**config.mk**
```make
export PLATFORM = sky130hd
export DESIGN_NAME = wb_sel_pipe
export DESIGN_NICKNAME = d
export VERILOG_FILES = /design/src/rtl/wb_sel_pipe.sv
export SDC_FILE = /design/constraint.sdc
export NUM_CORES = 1
export LEC_CHECK = 0
export CAP_MARGIN = 0
export CORE_MARGIN = 2
export CORE_UTILIZATION = 44
export DETAILED_ROUTE_END_ITERATION = 8
export GPL_ROUTABILITY_DRIVEN = 1
export PLACE_DENSITY_LB_ADDON = 0.12
export RECOVER_POWER = 100
export SLEW_MARGIN = 20
export SYNTH_ARGS = -nofsm -noshare
export SYNTH_HDL_FRONTEND = slang
export SYNTH_SLANG_ARGS = --single-unit
```
**constraint.sdc**
```tcl
create_clock -name CLK -period 2.5 [get_ports CLK]
set_input_delay 0.5 -clock CLK [delete_from_list [all_inputs] [get_ports CLK]]
set_output_delay 0.5 -clock CLK [all_outputs]
set_load 0.01 [all_outputs]
```
**src/rtl/wb_sel_pipe.sv**
```systemverilog
// Registered write-back source selector: picks one of NCH channels, extends the
// narrow channel, and delivers the word through a 2-entry valid/ready skid buffer.
module wb_sel_pipe #(
  parameter int WIDTH       = 32,
  parameter int NCH         = 4,
  parameter int SELW        = 2,
  parameter int NARROW_CH   = 2,
  parameter int NARROW_W    = 10,
  parameter int NARROW_SEXT = 0
) (
  input  logic                  CLK,
  input  logic                  RST_N,
  input  logic                  FLUSH,
  input  logic                  IN_VALID,
  output logic                  IN_READY,
  input  logic [SELW-1:0]       SEL,
  input  logic [NCH*WIDTH-1:0]  DIN,
  output logic                  OUT_VALID,
  input  logic                  OUT_READY,
  output logic [WIDTH-1:0]      OUT_DATA,
  output logic [SELW-1:0]       OUT_SEL,
  output logic                  OUT_ERR,
  output logic [1:0]            OCC
);

  localparam int               NSLOT      = 2**SELW;
  localparam logic [SELW:0]    NCH_L      = (SELW+1)'(NCH);
  localparam bit               HAS_NARROW = (NARROW_CH < NCH);
  localparam logic [SELW-1:0]  NARROW_SEL = SELW'(NARROW_CH);
  localparam logic [WIDTH-1:0] NMASK      = {WIDTH{1'b1}} >> (WIDTH - NARROW_W);

  // Encoding equals the buffered word count so OCC is a direct register decode.
  typedef enum logic [1:0] {
    S_EMPTY = 2'd0,
    S_ONE   = 2'd1,
    S_FULL  = 2'd2
  } state_t;

  state_t state_q, state_d;

  logic [WIDTH-1:0] chans [NSLOT];
  logic [WIDTH-1:0] ch;
  logic [WIDTH-1:0] in_data;
  logic             in_err;
  logic             accept;
  logic             ld_out_in, ld_sk_in, ld_out_sk;

  logic [WIDTH-1:0] out_data_q, sk_data_q;
  logic [SELW-1:0]  out_sel_q, sk_sel_q;
  logic             out_err_q, sk_err_q;

  // Unused select codes map to zero so the channel index never leaves the array.
  for (genvar k = 0; k < NSLOT; k++) begin : g_ch
    if (k < NCH) begin : g_used
      assign chans[k] = DIN[k*WIDTH +: WIDTH];
    end else begin : g_pad
      assign chans[k] = '0;
    end
  end

  always_comb begin
    in_err  = ({1'b0, SEL} >= NCH_L);
    ch      = chans[SEL];
    in_data = ch;
    if (HAS_NARROW && (SEL == NARROW_SEL)) begin
      if ((NARROW_SEXT != 0) && ch[NARROW_W-1]) in_data = ch | ~NMASK;
      else                                     in_data = ch & NMASK;
    end
    if (in_err) in_data = '0;
  end

  assign accept = IN_VALID && IN_READY && !FLUSH;

  always_ff @(posedge CLK) begin
    if (!RST_N) state_q <= S_EMPTY;
    else        state_q <= state_d;
  end

  always_comb begin
    state_d   = state_q;
    ld_out_in = 1'b0;
    ld_sk_in  = 1'b0;
    ld_out_sk = 1'b0;
    case (state_q)
      S_EMPTY: begin
        if (accept) begin
          ld_out_in = 1'b1;
          state_d   = S_ONE;
        end
      end
      S_ONE: begin
        if (accept && OUT_READY) begin
          ld_out_in = 1'b1;
        end else if (accept) begin
          ld_sk_in = 1'b1;
          state_d  = S_FULL;
        end else if (OUT_READY) begin
          state_d = S_EMPTY;
        end
      end
      S_FULL: begin
        if (OUT_READY) begin
          ld_out_sk = 1'b1;
          state_d   = S_ONE;
        end
      end
      default: state_d = S_EMPTY;
    endcase
    if (FLUSH) begin
      state_d   = S_EMPTY;
      ld_sk_in  = 1'b0;
      ld_out_sk = 1'b0;
    end
  end

  always_comb begin
    OUT_VALID = (state_q != S_EMPTY);
    IN_READY  = (state_q != S_FULL);
    OCC       = state_q;
    OUT_DATA  = out_data_q;
    OUT_SEL   = out_sel_q;
    OUT_ERR   = out_err_q;
  end

  always_ff @(posedge CLK) begin
    if (!RST_N) begin
      out_data_q <= '0;
      out_sel_q  <= '0;
      out_err_q  <= 1'b0;
      sk_data_q  <= '0;
      sk_sel_q   <= '0;
      sk_err_q   <= 1'b0;
    end else begin
      if (ld_out_in) begin
        out_data_q <= in_data;
        out_sel_q  <= SEL;
        out_err_q  <= in_err;
      end else if (ld_out_sk) begin
        out_data_q <= sk_data_q;
        out_sel_q  <= sk_sel_q;
        out_err_q  <= sk_err_q;
      end
      if (ld_sk_in) begin
        sk_data_q <= in_data;
        sk_sel_q  <= SEL;
        sk_err_q  <= in_err;
      end
    end
  end

endmodule

```
==> reports/metrics.csv <==
stage,metric,value,unit
drt,DRT iter0 DRCs,90,
min_path,number of cells on the worst hold path,2,
timing,Worst-Margin Slew,0.6722,ns
worst_setup_path,critical-path maximum fanout,11,
timing,Max Clk Rate,0.4645,GHz
die,die span in x,94.42,um
finish,core utilization of the finished layout,0.6886,
die,die span in y,94.42,um
yosys,simple logic cell fraction of the synthesized area,0.06052,
yosys,sequential area share after synthesis,0.3896,
worst_setup_path,critical path required time,2.00,ns
grt,maximum number of pins on one net before global-route repair,27,
yosys,share of the synthesized netlist area taken by xor and xnor gates,0,
die,Initial Utilization,0.4607,
power_and_ir_drop,largest vdd supply drop,0.3028,mV
worst_setup_path,depth of the worst register-to-register path,4,
finish,post-synthesis to final-layout area growth,49.46,%
drt,post-route ant nets,0,
drt,top layer used by detailed routing,met4,
cts,number of buffers inserted for hold repair after clock tree synthesis,0,
cts,clock tree root driver cell,sky130_fd_sc_hd__clkbuf_8,
grt,GR Overflow Total,0,
timing,aggregate negative setup slack,0,ns
place,Port Buffers,150,
drt,routed length on met1,4155,um
die,Floorplan Core Area,0.007807,mm^2
worst_setup_path,data arrival at the endpoint of the critical path,1.65,ns
cts,cts bufs inserted,9,
worst_setup_path,critical path type,flop to output port,
cts,CTS H-Tree Depth,3,
timing,time the final worst path needs with I/O delays and setup,2.153,ns
yosys,number of distinct standard cells referenced by the synthesized netlist,39,
power_and_ir_drop,leak pwr,1.948,nW
power_and_ir_drop,power per unit of standard cell area,501.6,mW/mm^2
yosys,Yosys reg bits,70,
drt,via count normalized by instance count,5.571,
yosys,Gate Count Post-Synth,327,
place,placed wire-length estimate,7192,um
die,die footprint,0.008915,mm^2
grt,wire length of the first global-routing pass,15950,um
worst_setup_path,sort of element at the end of the critical path,output port,
yosys,Synth area leader,sky130_fd_sc_hd__dfxtp_1,
yosys,mean area per synthesized cell,11.00,um^2
yosys,Synthesis Warnings,0,
drt,detailed-route wire length per cell,17.42,um
run_status,result of the run,finished clean,
drt,Routed Wire Length,10110,um
grt,vias in the first global route,3283,
yosys,main combinational cell family by area after synthesis,compound AO/OA/AOI/OAI gates,
worst_setup_path,series of cell instances along the critical path,or2_2 > dlygate4sd3_1,
drt,met3 wire length,740,um
timing,setup repair after global routing missed its margin,no,
die,IO Count,174,
cts,clock insertion delay at the later pin of the skew report,0.34,ns
cts,clock input transition at the sequential cells of the worst setup and hold paths,0.07,ns
timing,final hold violations,0,
finish,sequential cell area,0.001401,mm^2
drt,met2 WL post-DR,5059,um
yosys,area share of fa/ha/maj cells after synthesis,0,
drt,via count of the routed design,3231,
drt,drt first pass iters,4,
worst_setup_path,cell with the largest stage delay on the worst path,sky130_fd_sc_hd__dlygate4sd3_1,
cts,Clock Path Buffers,2,
yosys,mux cell area share after synthesis,0.2129,
finish,area of the multi-input gates,0.001933,mm^2
yosys,Synth Area in Compound Gates,0.2803,
cts,buffers inserted by post-CTS timing repair,0,
cts,clock sink count,70,
worst_setup_path,delay of the slowest cell on the worst path,0.60,ns
timing,Final Max Slew Viols,0,
cts,post-cts resize count,0,
finish,cell area after layout,0.005376,mm^2
die,Row Count,32,
finish,nets,608,
timing,Final period util,0.8611,
drt,number of remaining DRC errors,0,
worst_setup_path,kind of start point of the critical path,flop,
timing,worst clock skew on the final layout,0.006203,ns
grt,overall routing resource usage,0.2278,
finish,ratio of cells with drive above 1 in the final layout,0.1255,
timing,Final Setup Violations,0,
yosys,portion of synthesized cell area occupied by the leading cell type,0.3896,
grt,antenna violations before repair,0,
yosys,netlist area before placement,0.003597,mm^2
place,RD Place Congestion,0.7811,
yosys,largest cells by area after synthesis,"sky130_fd_sc_hd__dfxtp_1, sky130_fd_sc_hd__mux2i_1, sky130_fd_sc_hd__o22ai_2",
cts,TritonCTS clock tree,done,
timing,final hold slack,0.4695,ns
yosys,post-synth net total,462,
min_path,path class of the lowest-slack min-delay path,flop to flop,
finish,layout filler cell count,628,
finish,antenna cells,0,
flow_run,Max Cap Violations,0,
timing,Slew headroom,0.5494,
place,standard cell area after detailed placement,0.005251,mm^2
path summary, 6_finish.rpt:
path	start	to	slack (ns)
max	OCC[1]$_SDFFE_PP0P_	OUT_VALID	0.35
min	sk_data_q[1]$_SDFFE_PN0P_	sk_data_q[1]$_SDFFE_PN0P_	0.47
max reg2reg	OCC[1]$_SDFFE_PP0P_	OUT_DATA[22]$_SDFFE_PN0P_	0.81
min reg2reg	sk_data_q[1]$_SDFFE_PN0P_	sk_data_q[1]$_SDFFE_PN0P_	0.47
Yosys cell counts, drive strengths merged:
master and instances:
mux2i 54, a31oi 1, o31a 1, or2 1
conb 1, clkbuf 8, o2bb2ai 20, o22ai 22
and4bb 1, o31ai 1, a2bb2oi 22, mux4 10
and2 2, buf 26, dfxtp 70, inv 2
nor2 1, nor4bb 1, nor3 2, nand3 2
nor2b 1, a21oi 26, o21ba 1, o311a 1
o41ai 1, or3b 1, nand3b 1, a211oi 23
nand2b 3, nand2 14, nor4b 1, or3 2
nand4bb 2, o21ai 2
critical path, delay by kind of cell, from the launching register on:
family / cells / cell delay (ns)
flip-flops: 1 / 0.39
buffers and inverters: 1 / 0.60
AND/OR/NAND/NOR: 1 / 0.32
stage by stage:
step	worst slack [ns]	power, W	instances
after floorplan	0.8793	0.001448	327
after detailed placement	0.1922	0.001745	564
after global placement	0.2202	0.001735	564
final	0.3472	0.002697	580
after global routing	0.2672	0.002798	580
after CTS	0.4137	0.002732	580
power breakdown:
group	leakage (nW)	switching, W	internal (W)
Combinational	1.27	0.000203	0.000320
Sequential	0.568	0.0000194	0.00115
Clock	0.110	0.000416	0.000587
Total	1.95	0.000639	0.00206
cells in the final DEF (no fill, tap or decap), types with 2 or more instances in the layout:
| master | instances |
|---|---|
| sky130_fd_sc_hd__nor3_2 | 2 |
| sky130_fd_sc_hd__buf_12 | 5 |
| sky130_fd_sc_hd__o22ai_1 | 12 |
| sky130_fd_sc_hd__a21oi_1 | 26 |
| sky130_fd_sc_hd__dfxtp_1 | 70 |
| sky130_fd_sc_hd__clkbuf_8 | 10 |
| sky130_fd_sc_hd__a211oi_1 | 23 |
| sky130_fd_sc_hd__o22ai_2 | 10 |
| sky130_fd_sc_hd__mux2i_1 | 54 |
| sky130_fd_sc_hd__clkdlybuf4s50_1 | 109 |
| sky130_fd_sc_hd__nand2b_1 | 3 |
| sky130_fd_sc_hd__and2_0 | 2 |
| sky130_fd_sc_hd__clkinv_2 | 2 |
| sky130_fd_sc_hd__o21ai_0 | 2 |
| sky130_fd_sc_hd__nand3_1 | 2 |
| sky130_fd_sc_hd__nand2_1 | 14 |
| sky130_fd_sc_hd__bufinv_16 | 2 |
| sky130_fd_sc_hd__a2bb2oi_1 | 22 |
| sky130_fd_sc_hd__nand4bb_1 | 2 |
| sky130_fd_sc_hd__buf_4 | 11 |
| sky130_fd_sc_hd__clkbuf_1 | 4 |
| sky130_fd_sc_hd__mux4_2 | 10 |
| sky130_fd_sc_hd__o2bb2ai_1 | 20 |
| sky130_fd_sc_hd__dlygate4sd3_1 | 40 |
sequential cells by signal, summed over array words and instances, names as in the netlist:
register,cells
OCC,2
OUT_DATA,32
OUT_SEL,2
sk_data_q,32
sk_sel_q,2
cell families (layout without fill, tap and decap cells):
kind of cell	Yosys count	in the layout
AO/OA/AOI/OAI	121	121
flip-flops	70	70
multiplexers	64	64
buffers and inverters	36	187
AND/OR/NAND/NOR	35	35
other	1	1
layout make-up:
class,count,share of cell area
timing repair buffer,169,0.3146
multi-input combinational,221,0.3596
sequential,70,0.2606
tap,102,0.02374
inverter,2,0.001396
clock buffer,12,0.02700
clock inverter,4,0.01303
per-layer routing:
layer	vias to the layer above	global-route usage
li1	1573	-
met1	1539	0.2734
met2	105	0.4000
met3	14	0.04789
met4	0	0.08575
met5	-	0
No activity file was read; power rests on OpenSTA's default activity.
==> variant (same flow settings) <==
Make the reset (`RST_N`) asynchronous in 2 clocked blocks.
--- a/src/rtl/wb_sel_pipe.sv
+++ b/src/rtl/wb_sel_pipe.sv
@@ -72,5 +72,5 @@
   assign accept = IN_VALID && IN_READY && !FLUSH;
 
-  always_ff @(posedge CLK) begin
+  always_ff @(posedge CLK or negedge RST_N) begin
     if (!RST_N) state_q <= S_EMPTY;
     else        state_q <= state_d;
@@ -123,5 +123,5 @@
   end
 
-  always_ff @(posedge CLK) begin
+  always_ff @(posedge CLK or negedge RST_N) begin
     if (!RST_N) begin
       out_data_q <= '0;
Formal check against the unedited RTL: differs if RST_N is asserted again (counterexample within 4 cycles, from zero or initial values and one cycle with RST_N low); with RST_N held inactive, the same outputs for 10 cycles.
==> variant against the unedited design <==
Wire length down 3.9%; clock power down 9%; largest cell class is now sequential cells; total power up 26%; setup slack got worse by 0.068 ns; area after synthesis up 2.5%; sequential power is 33% higher; sequential cell count unchanged; count of clock-buffer cells in the layout unchanged; cell area rose by 0.95%; hold slack better by 0.019 ns; the flow now finishes with violations (max-capacitance violations, max-slew violations).
==> variant: results (changes against the unedited design) <==
Power and ir drop
  • Power Clock: 0.000908 W (-9%)
  • VDD IR max: 0.3204 mV (+5.8%)
  • Sw Pwr: 0.0009406 W (+47%)
  • Leakage power: 2.202 nW (+13%)
  • Comb pwr share: 27.7% (+8.3 points)

Min path
  • HP Class: register to register
  • Worst Hold Endpoint: OUT_DATA[15]$_DFFE_PN0P_
  • Hold Path Origin: sk_data_q[15]$_DFFE_PN0P_
  • Hold path cells: 2 (unchanged)

GRT
  • First-pass GRT wire length: 15620 µm (-2.1%)
  • Pin count of the biggest net entering global routing: 71 (+160%)
  • Total GRT Usage: 22.22% (-0.56 points)

Clocking
  • CTS resizes: 0 (unchanged)
  • Setup bufs post-CTS: 0 (unchanged)
  • CTS max path bufs: 2 (unchanged)
  • TritonCTS Buffers: 9 (unchanged)
  • Clk slew on worst S/H paths: 0.07 ns (about the same)

STA
  • Worst-margin pin slew: 1.743 ns (+1.071 ns)
  • Slew Viols, Final: 71 (+71)
  • Clock Skew: 0.006048 ns (-0.0001546 ns)

Cells and area
  • Final nets: 609 (+0.16%)
  • Clock network share of area: 3.688% (-0.31 points)
  • NonClk Buf Share: 29.16% (-2.3 points)
  • Antenna Cells: 0 (unchanged)
  • #MultiIn Comb: 206 (-6.8%)
  • Non-clk bufs: 162 (-4.1%)
  • Non-clk invs: 25 (+23)
  • Clock buffer count: 12 (unchanged)
  • FF/Latch Area: 1752 µm² (+25%)
  • Largest cell class by area: sequential cells
  • Multi-input gate area: 1668 µm² (-14%)
  • # fillers: 672 (+7.0%)
  • Share of layout cells above drive strength 1: 15.24% (+2.7 points)

Place
  • GP Congestion: 0.7684 (-1.6%)
  • Port-buffer cells: 150 (unchanged)
  • HPWL Detailed: 6768 µm (-5.9%)
  • Setup slack at placement: 0.2111 ns (+0.01887 ns)

Route
  • Drt pass-1 iters: 4 (unchanged)
  • Routed WL per cell: 16.63 µm (-4.6%)
  • 1st-iter DRT viols: 175 (+94%)
  • Via count: 3238 (+0.22%)

Run
  • Max cap viols: 1 (+1)

Setup path
  • R2r setup slk: 0.59 ns (-0.22 ns)
  • Path depth of the worst reg2reg path: 4 (unchanged)
  • Crit-path max FO: 13 (+2)
  • CP arrival: 2.43 ns (+0.78 ns)
  • RR Startpoint: OCC[0]$_DFFE_PN0P_
  • Reg2reg end: OUT_DATA[10]$_DFFE_PN0P_

Logic synthesis
  • Synthesis-stage register bit count: 70 (unchanged)
  • Syn_nets: 469 (+1.5%)
  • Seq/Total Area, Yosys: 47.51% (+8.5 points)
  • Synth top area cells: dfrtp_1, mux2_2, mux4_2
  • Async set-reset flop share out of synthesis: 100.0% (+100 points)
  • Post-synthesis cell type count: 32 (-18%)
  • Commonest cells in the netlist: dfrtp_1, a21oi_1, mux2_2
  • Dominant synthesized flop cell: dfrtp_1

Outcome
  • Violated checks: max-capacitance violations, max-slew violations
  • Status: complete, but fails checks
[variant: through the flow]
| step | hold WS (ns) | power (W) | std cells | instance area, µm² |
|---|---|---|---|---|
| floorplan | 0.2044 | 0.002042 | 334 | 3687 |
| global placement | 0.4601 | 0.002541 | 568 | 5263 |
| detailed placement | 0.4724 | 0.002590 | 568 | 5263 |
| CTS | 0.3044 | 0.003502 | 584 | 5463 |
| global route | 0.5028 | 0.003630 | 584 | 5428 |
| finish | 0.4887 | 0.003411 | 584 | 5428 |
[variant: kinds of logic after synthesis]
kind of cell    Yosys count  share of synthesized area (%)
buf+inv                  58                          6.990
flops                    70                          47.51
mux                      56                          19.75
compound gates          104                          19.34
simple gates             45                          6.312
other cells               1                         0.1017
[variant: layer usage]
layer | global-route usage [%] | routed length, µm | vias to the layer above
li1 | - | - | 1531
met1 | 28.55 | 4109 | 1586
met2 | 36.83 | 4820 | 109
met3 | 5.455 | 634 | 12
met4 | 7.381 | 147 | 0
met5 | 0 | 0 | -
[variant: worst max-delay path by stage]
| stage | endpoint | from | cells after the start | slack, ns |
|---|---|---|---|---|
| 2_1_floorplan | sk_data_q[7]$_DFFE_PN0P_ | SEL[0] | 4 | 0.80 |
| 3_3_place_gp | OUT_DATA[10]$_DFFE_PN0P_ | SEL[0] | 4 | 0.30 |
| 3_5_place_dp | OUT_DATA[10]$_DFFE_PN0P_ | SEL[0] | 4 | 0.21 |
| 4_1_cts | OUT_VALID | OCC[1]$_DFFE_PN0P_ | 2 | 0.40 |
| 5_1_grt | sk_data_q[4]$_DFFE_PN0P_ | IN_VALID | 4 | 0.19 |
| 6_report | sk_data_q[1]$_DFFE_PN0P_ | IN_VALID | 4 | 0.28 |
[variant: worst max-delay path: stages]
cell and delay (ns):
dlygate4sd3_1 0.62, nor3b_1 0.35, nand2_1 0.48, mux2_1 0.47
